--- src/rtl/positron_layer_tx.sv ---
// Layer transmitter: captures one posit from every positron per window into a
// ping-pong bank pair and replays each window as a framed serial stream.
module positron_layer_tx #(
    parameter int POSIT_WIDTH  = 4,
    parameter int NB_POSITRONS = 16
) (
    input  logic                                 clk,
    input  logic                                 rst,
    input  logic [NB_POSITRONS-1:0]              rts_i,
    input  logic [NB_POSITRONS-1:0]              eow_i,
    input  logic [NB_POSITRONS*POSIT_WIDTH-1:0]  posit_i,
    output logic                                 rtr_o,
    input  logic                                 rtr_i,
    output logic                                 rts_o,
    output logic                                 sow_o,
    output logic                                 eow_o,
    output logic [POSIT_WIDTH-1:0]               posit_o,
    output logic                                 err_o
);

    localparam int                IDX_W    = $clog2(NB_POSITRONS);
    localparam logic [IDX_W-1:0]  LAST_IDX = IDX_W'(NB_POSITRONS - 1);

    typedef enum logic {
        IDLE,
        SEND
    } tx_state_t;

    logic [POSIT_WIDTH-1:0] bank [2][NB_POSITRONS];
    logic [1:0]             full;
    logic [1:0]             full_next;
    logic                   wr_bank;
    logic                   rd_bank;
    logic                   rd_bank_next;
    logic [IDX_W-1:0]       idx;
    logic [IDX_W-1:0]       idx_next;
    tx_state_t              state;
    tx_state_t              state_next;
    logic                   cap;
    logic                   proto_err;

    // Upstream may only hand over a window when the write bank is free.
    assign rtr_o     = ~rst & ~full[wr_bank];
    assign cap       = rtr_o & (&rts_i) & (&eow_i);
    assign proto_err = rtr_o & (|rts_i) & ~(&(rts_i & eow_i));

    // NOTE: bank storage is deliberately left out of reset; the full flags
    // alone decide whether a bank holds a valid window.
    always_ff @(posedge clk) begin
        if (cap) begin
            for (int k = 0; k < NB_POSITRONS; k++) begin
                bank[wr_bank][k] <= posit_i[k*POSIT_WIDTH +: POSIT_WIDTH];
            end
        end
    end

    always_ff @(posedge clk) begin
        if (rst) begin
            state   <= IDLE;
            full    <= '0;
            wr_bank <= 1'b0;
            rd_bank <= 1'b0;
            idx     <= '0;
            err_o   <= 1'b0;
        end else begin
            state   <= state_next;
            full    <= full_next;
            rd_bank <= rd_bank_next;
            idx     <= idx_next;
            if (cap) begin
                wr_bank <= ~wr_bank;
            end
            if (proto_err) begin
                err_o <= 1'b1;
            end
        end
    end

    // NOTE: every output of this block gets a default first so no path can
    // leave a variable unassigned and infer a latch.
    always_comb begin
        state_next   = state;
        idx_next     = idx;
        rd_bank_next = rd_bank;
        full_next    = full;
        rts_o        = 1'b0;
        sow_o        = 1'b0;
        eow_o        = 1'b0;
        posit_o      = '0;

        if (cap) begin
            full_next[wr_bank] = 1'b1;
        end

        case (state)
            IDLE: begin
                if (full[rd_bank]) begin
                    state_next = SEND;
                end
            end
            SEND: begin
                rts_o   = 1'b1;
                posit_o = bank[rd_bank][idx];
                sow_o   = (idx == '0);
                eow_o   = (idx == LAST_IDX);
                if (rtr_i) begin
                    if (idx == LAST_IDX) begin
                        idx_next           = '0;
                        full_next[rd_bank] = 1'b0;
                        rd_bank_next       = ~rd_bank;
                        // While sending, a capture can only target the other bank.
                        state_next = (full[~rd_bank] | cap) ? SEND : IDLE;
                    end else begin
                        idx_next = idx + IDX_W'(1);
                    end
                end
            end
            default: state_next = IDLE;
        endcase
    end

endmodule

--- config.mk ---
export PLATFORM = sky130hd
export DESIGN_NAME = positron_layer_tx
export DESIGN_NICKNAME = d
export VERILOG_FILES = /design/src/rtl/positron_layer_tx.sv
export SDC_FILE = /design/constraint.sdc
export NUM_CORES = 1
export LEC_CHECK = 0
export BUFFER_PORTS_ARGS = -buffer_cell sky130_fd_sc_hd__clkbuf_2
export CAP_MARGIN = 10
export CORE_MARGIN = 4
export CORE_UTILIZATION = 49
export DETAILED_ROUTE_END_ITERATION = 10
export PLACE_DENSITY = 0.72
export SYNTH_ARGS = -nofsm -noshare
export SYNTH_HDL_FRONTEND = slang
export SYNTH_SLANG_ARGS = --single-unit
export TNS_END_PERCENT = 1
--- constraint.sdc ---
create_clock -name clk -period 4.1 [get_ports clk]
set_input_delay 0.205 -clock clk [delete_from_list [all_inputs] [get_ports clk]]
set_output_delay 0.205 -clock clk [all_outputs]
set_load 0.02 [all_outputs]
==> results.py, run 1 <==
metrics = {
    "timing": {
        "max-slew-margin-rel_pct": 29.69,
        "worst-slew-pin-transition_ps": 1053,
        "final.hold.worst_slack_ps": 12.61,
        "setup_viol": 0,
        "max_freq_mhz": 325.3,
        "finalSetupTns_ps": 0,
        "final_number_of_hold_violating_endpoints": 0,
        "period_minus_slack_ps": 3074,
        "final.period_utilization_pct": 74.97,
        "timing_max_transition_violations_final": 0,
        "unrepaired_setup_endpoints_after_global_routing": "no",
        "fin_skew_ps": 7.715,
    },
    "setup_path": {
        "critical_path.top_delay_family": "flip-flops",
        "r2r_slack_ps": 1790,
        "critical_path.most_common_cell": "sky130_fd_sc_hd__o21ai_1",
        "critPathSlowestCell": "sky130_fd_sc_hd__dfxtp_2",
        "timing.setup.critical_path_class": "reg2out",
        "r2r.worst_path.cells": 6,
        "critPathBufInv": 2,
        "crit_chain": "buf_4 -> mux4_2 -> a22o_1 -> o21ai_1 -> o21ai_1 -> clkbuf_2",
        "worst_ep_arrival_time_ps": 2870,
        "crit_path_max_fanout": 21,
        "worstSetupStartpointType": "flip-flop",
        "cp-end-kind": "primary output",
        "max_stage_delay_ps": 790,
        "required_ps": 3890,
        "reg2reg_to": "bank[0][38]",
        "regToRegStartpoint": "full[0]",
    },
    "logic_synthesis": {
        "synth_async_sr_flop_share_pct": 0,
        "ys.flop_type": "sky130_fd_sc_hd__edfxtp_1",
        "mappedNetlistNets": 391,
        "share_of_the_yosys_chip_area_belonging_to_registers_pct": 73.38,
        "ys.warnings.count": 0,
        "syn-instance-count": 290,
        "synth.ff_latch_count": 139,
        "synth_edf_count": 128,
        "post_synth.cell_area_avg_um2": 19.10,
        "post_synth_instance_area_um2": 5538,
        "synth_cell_type_count": 39,
    },
    "finish": {
        "fin_area_um2": 7491,
        "nets": 572,
        "finish.utilization_pct": 68.50,
        "insertedDiodeCount": 0,
        "fraction_of_layout_cells_with_a_size_suffix_above_1_pct": 36.98,
        "syn2layout_area_growth_pct": 35.27,
    },
    "cts": {
        "ctsHtreeMaxLevel": 4,
        "numCtsBuffers": 17,
        "clock_path_buffers": 2,
        "clock_insertion_delay_worst_skew_ps": 410,
        "postCtsSetupBuffers": 0,
        "tritoncts": "yes",
        "cts.root.buffer_cell": "sky130_fd_sc_hd__clkbuf_16",
        "clk_pin_slew_worst_paths_ps": 60,
        "ctsHoldBuffers": 57,
        "tritoncts_num_sinks": 139,
        "post_cts_resized": 0,
    },
    "routing": {
        "drc": 0,
        "routed_wl_mm": 11.75,
        "dr.pass1.iters": 5,
        "drtAntennaViolNets": 0,
        "drt_iter0_drc": 226,
        "routedWlPerCell_um": 18.84,
        "via_count": 3424,
        "via_per_inst": 5.487,
    },
    "power": {
        "total_switching_power_uw": 611.3,
        "seqPwrFrac_pct": 46.7,
        "leakage_nw": 2.683,
        "p_total_mw": 3.315,
        "p_per_area_nw_per_um2": 442.5,
        "worst_ir_drop_vdd_v": 0.0004613,
        "p_comb_share_pct": 3.5,
        "power.switching_fraction_pct": 18.44,
        "power_frac_clock_pct": 49.8,
        "internal_power_consumption_mw": 2.703,
    },
    "die": {
        "floorplan.die_area_um2": 13070,
        "placement_rows": 38,
        "ioPinCount": 108,
        "initial_utilization_pct": 50.64,
        "coreArea_um2": 10940,
        "die_height_um": 114.3,
        "die-width_um": 114.3,
    },
    "min_path": {
        "timing.hold.worst.class": "in2reg",
        "hold-path-cell-count": 1,
        "hold_start": "posit_i[46]",
        "hold-path-endpoint": "bank[0][18]",
    },
    "placed_design": {
        "place.port_buffers": 107,
        "dpl-instance-area_um2": 6232,
        "gp_congestion": 0.7921,
        "hpwlAfterDp_mm": 7.412,
    },
    "global_route": {
        "grt.overflow.total": 0,
        "antenna_found_initial": 0,
        "first_global_vias": 3592,
        "grt_start_max_net_pins": 34,
        "grt_usage_pct": 19.16,
        "grt_first_pass_wirelength_mm": 18.70,
    },
    "run": {
        "drv.max_cap_violation_count": 0,
    },
    "outcome": {
        "outcome": "complete, no violations",
    },
}
[power by group through the flow]
stage	Combinational, mW	Clock, mW	Sequential [mW]
2_1_floorplan	0.00575	0	1.58
3_3_place_gp	0.0643	0	1.58
3_5_place_dp	0.0679	0	1.58
4_1_cts	0.111	1.67	1.55
5_1_grt	0.126	1.75	1.55
6_report	0.116	1.65	1.55
[worst reg2reg max path, stage by stage, from the launching register on]
cell                      delay, ps
sky130_fd_sc_hd__dfxtp_1        330
sky130_fd_sc_hd__nor2b_1        130
sky130_fd_sc_hd__a211o_1        240
sky130_fd_sc_hd__inv_1          130
sky130_fd_sc_hd__nand4_1        150
sky130_fd_sc_hd__inv_2          620
sky130_fd_sc_hd__buf_4          410
[flip-flops by register name (all words and copies together), names as in the netlist, named ones only]
register,count
err_o,1
full,2
idx,4
wr_bank,1
state,1
rd_bank,1
bank,128
[synthesized netlist by cell type (4+ instances only)]
cell	n	area share, %
sky130_fd_sc_hd__nand2_1	5	0.34
sky130_fd_sc_hd__nor2_1	4	0.27
sky130_fd_sc_hd__a21oi_1	8	0.72
sky130_fd_sc_hd__inv_1	6	0.41
sky130_fd_sc_hd__nand4_1	9	1.0
sky130_fd_sc_hd__nor3_1	4	0.36
sky130_fd_sc_hd__mux2i_1	9	1.6
sky130_fd_sc_hd__o21ai_1	8	0.72
sky130_fd_sc_hd__clkbuf_1	8	0.54
sky130_fd_sc_hd__a2bb2oi_1	4	0.63
sky130_fd_sc_hd__edfxtp_1	128	69
sky130_fd_sc_hd__dfxtp_1	11	4.0
sky130_fd_sc_hd__nor4_1	6	0.68
sky130_fd_sc_hd__a22o_1	8	1.3
sky130_fd_sc_hd__a22oi_1	4	0.54
sky130_fd_sc_hd__mux4_2	25	10
sky130_fd_sc_hd__nor2b_1	4	0.45
sky130_fd_sc_hd__mux2_2	4	0.81
[cell families (layout without fill, tap and decap cells)]
group	count (synthesis)	after routing	synth area share [%]
AOI/OAI and AO/OA	41	41	5.106
xor gates and xnor gates	3	3	0.4746
adders and majority gates	2	2	0.4518
buffers and inverters	20	214	1.943
DFF	139	139	73.38
muxes	41	41	14.03
and+or+nand+nor	44	44	4.609
[cell type report]
class / instances / area [um2]
clock inverter: 14 / 219.0
timing repair buffer: 176 / 1206
clock buffer: 18 / 429.2
fill: 712 / 3445
multi-input combinational: 131 / 1374
tap: 140 / 175.2
inverter: 6 / 22.52
sequential: 139 / 4065
[worst max path at each step]
stage	to	cells after the start	slack, ps
floorplan	bank[1][0]	4	880
global placement	bank[0][37]	6	1360
detailed placement	bank[0][37]	6	1280
CTS	posit_o[0]	6	960
global route	posit_o[1]	6	810
finish	posit_o[0]	6	1030
[layer usage]
metal  GRT usage (%)  wire length [um]
met5               0                 0
met4           6.572               214
met3           5.021               747
met2           31.97              6021
met1           24.54              4770
[placed cells by master (no fill, tap or decap), drive strengths merged, types with 2 or more instances in the layout]
cell type,count
a31oi,2
o21ai,9
clkinv,5
a22o,8
a2bb2oi,4
ha,2
nor2b,4
a21oi,8
bufinv,5
nor2,4
nand4,9
inv,8
dlygate4sd3,61
nor4,6
xnor2,2
nand2,5
clkbuf,125
mux2,4
and3,2
dfxtp,11
clkinvlp,2
nor3b,2
mux4,28
a211o,2
nand3,3
and4,2
a211oi,2
a22oi,4
buf,8
edfxtp,128
nor3,4
mux2i,9
[per-stage QoR]
step / instances / worst slack (ps)
finish: 624 / 1026
global route: 624 / 805.5
CTS: 620 / 957.4
detailed placement: 531 / 1281
global placement: 531 / 1357
floorplan: 290 / 883.1
Power figures use the tool's default switching activity.
==> inputs of run 2 (changes only) <==
Settings changed: CORE_UTILIZATION 49 to 55, PLACE_DENSITY 0.72 to 0.77.
Clock period 4.1 ns to 3 ns, I/O delays scaled along.
==> run 2 against run 1 <==
Effect of this change:
- via count increased by 1.1%
- register-to-register slack got worse by 820 ps
- global-route usage increased by 2.7 points
- sequential power increased by 36%
- clock-buffer cell count decreased by 1
- hold slack improved by 120 ps
- sequential share of layout area decreased by 0.19 points
- flip-flop and latch count unchanged
- non-clock buffer count increased by 5
==> results.py, run 2 (same netlist as run 1, synthesis figures left out) <==
metrics = {
    "outcome": {
        "outcome": "complete, no violations",
    },
    "die": {
        "floorplan.die_area_um2": 11740,
        "coreArea_um2": 9774,
        "placement_rows": 36,
        "die_height_um": 108.3,
        "die-width_um": 108.3,
        "initial_utilization_pct": 56.66,
        "ioPinCount": 108,
    },
    "power": {
        "power_frac_clock_pct": 47.9,
        "p_comb_share_pct": 3.7,
        "p_per_area_nw_per_um2": 581.0,
        "internal_power_consumption_mw": 3.551,
        "power.switching_fraction_pct": 18.69,
        "leakage_nw": 2.687,
        "worst_ir_drop_vdd_v": 0.0006944,
        "total_switching_power_uw": 816.4,
        "seqPwrFrac_pct": 48.4,
    },
    "placed_design": {
        "hpwlAfterDp_mm": 7.004,
        "place.port_buffers": 107,
        "gp_congestion": 0.7570,
    },
    "routing": {
        "via_count": 3463,
        "routed_wl_mm": 11.95,
        "drt_iter0_drc": 233,
        "dr.pass1.iters": 5,
        "drtAntennaViolNets": 0,
        "routedWlPerCell_um": 19.24,
        "via_per_inst": 5.576,
        "drc": 0,
    },
    "global_route": {
        "antenna_found_initial": 0,
        "grt_start_max_net_pins": 65,
        "grt_usage_pct": 21.90,
        "grt.overflow.total": 0,
        "first_global_vias": 3575,
        "grt_first_pass_wirelength_mm": 18.44,
    },
    "finish": {
        "syn2layout_area_growth_pct": 35.74,
        "largest_registers": "bank x128, idx x4, full x2",
        "insertedDiodeCount": 0,
        "largest_register": "bank",
        "layout_common_cells": "sky130_fd_sc_hd__edfxtp_1, sky130_fd_sc_hd__clkbuf_2, sky130_fd_sc_hd__dlygate4sd3_1",
        "mostFrequentLayoutCell": "sky130_fd_sc_hd__edfxtp_1",
        "nets": 577,
        "layout_fillers": 560,
        "largest_register_ffs": 128,
        "fraction_of_layout_cells_with_a_size_suffix_above_1_pct": 36.07,
        "finish.utilization_pct": 76.91,
    },
    "setup_path": {
        "regToRegStartpoint": "idx[1]",
        "crit_path_max_fanout": 28,
        "worst_ep_arrival_time_ps": 2500,
        "critical_path.top_delay_family": "multiplexers",
        "critPathBufInv": 2,
        "max_stage_delay_ps": 590,
        "cp-end-kind": "primary output",
        "r2r_slack_ps": 970,
        "critPathSlowestCell": "sky130_fd_sc_hd__mux4_1",
        "required_ps": 2850,
        "timing.setup.critical_path_class": "reg2out",
        "crit_chain": "buf_12 -> mux4_1 -> mux2_2 -> a22oi_1 -> o21ai_1 -> clkbuf_2",
        "reg2reg_to": "idx[1]",
        "worstSetupStartpointType": "flip-flop",
        "r2r.worst_path.cells": 5,
    },
    "timing": {
        "max_freq_mhz": 377.5,
        "unrepaired_setup_endpoints_after_global_routing": "no",
        "final_number_of_hold_violating_endpoints": 0,
        "period_minus_slack_ps": 2649,
        "setup_viol": 0,
        "max-slew-margin-rel_pct": 44.47,
        "final.period_utilization_pct": 88.31,
        "worst-slew-pin-transition_ps": 825.4,
        "timing_max_transition_violations_final": 0,
        "finalSetupTns_ps": 0,
        "fin_skew_ps": 5.463,
    },
    "cts": {
        "ctsHtreeMaxLevel": 4,
        "cts.root.buffer_cell": "sky130_fd_sc_hd__clkbuf_8",
        "clock_path_buffers": 2,
        "post_cts_resized": 0,
        "tritoncts": "yes",
        "clock_insertion_delay_worst_skew_ps": 520,
        "ctsHoldBuffers": 67,
        "numCtsBuffers": 17,
        "clk_pin_slew_worst_paths_ps": 60,
        "postCtsSetupBuffers": 0,
        "tritoncts_num_sinks": 139,
    },
    "min_path": {
        "hold_start": "rts_i[0]",
        "hold-path-endpoint": "wr_bank",
        "hold-path-cell-count": 5,
        "timing.hold.worst.class": "in2reg",
    },
    "run": {
        "drv.max_cap_violation_count": 0,
    },
}
==> run 2: power groups by stage <==
stage | clock, mW | sequential (mW) | combinational [mW]
6_report | 2.09 | 2.11 | 0.163
5_1_grt | 2.21 | 2.11 | 0.177
4_1_cts | 2.10 | 2.11 | 0.160
3_5_place_dp | 0 | 2.16 | 0.0914
3_3_place_gp | 0 | 2.16 | 0.0869
2_1_floorplan | 0 | 2.16 | 0.00786
==> run 2: per-stage QoR <==
stage	std cells	total power [mW]	instance area, um2	hold slack, ps	setup WS (ps)
floorplan	290	2.165	5545	222.1	268.3
CTS	621	4.375	7517	127.8	334.3
detailed placement	523	2.246	6254	343.1	776.9
global placement	523	2.242	6254	340.2	830.0
global route	621	4.499	7517	185.9	242.8
finish	621	4.367	7517	135.2	350.8
==> run 2: worst max path at each step <==
stage / startpoint / to / slack [ps] / cells past startpoint
2_1_floorplan: eow_i[14] / bank[0][0] / 270 / 4
3_3_place_gp: rts_i[14] / bank[1][24] / 830 / 6
5_1_grt: flip-flop / posit_o[3] / 240 / 6
3_5_place_dp: rts_i[10] / bank[1][54] / 780 / 6
6_report: flip-flop / posit_o[0] / 350 / 6
4_1_cts: flip-flop / posit_o[3] / 330 / 6
==> run 2: layout make-up <==
cell class	count	area (um2)	area share (%)
Clock buffer	17	414.1	5.509
Clock inverter	14	178.9	2.380
Inverter	6	22.52	0.2996
Multi-Input combinational cell	131	1374	18.28
Sequential cell	139	4065	54.08
Tap cell	133	166.4	2.214
Timing Repair Buffer	181	1296	17.24
==> run 2: routing by layer <==
layer / up-vias / routed length (um) / GRT usage (%)
met5: - / 0 / 0
met4: 0 / 199 / 6.492
met3: 16 / 756 / 6.866
met2: 143 / 6458 / 38.23
met1: 1719 / 4531 / 26.27
li1: 1585 / - / -
==> run 2: worst min-delay path: stages <==
cell,delay [ps]
sky130_fd_sc_hd__clkbuf_2,90
sky130_fd_sc_hd__nand4_1,70
sky130_fd_sc_hd__nor4_1,100
sky130_fd_sc_hd__nand4_1,140
sky130_fd_sc_hd__a21oi_1,70
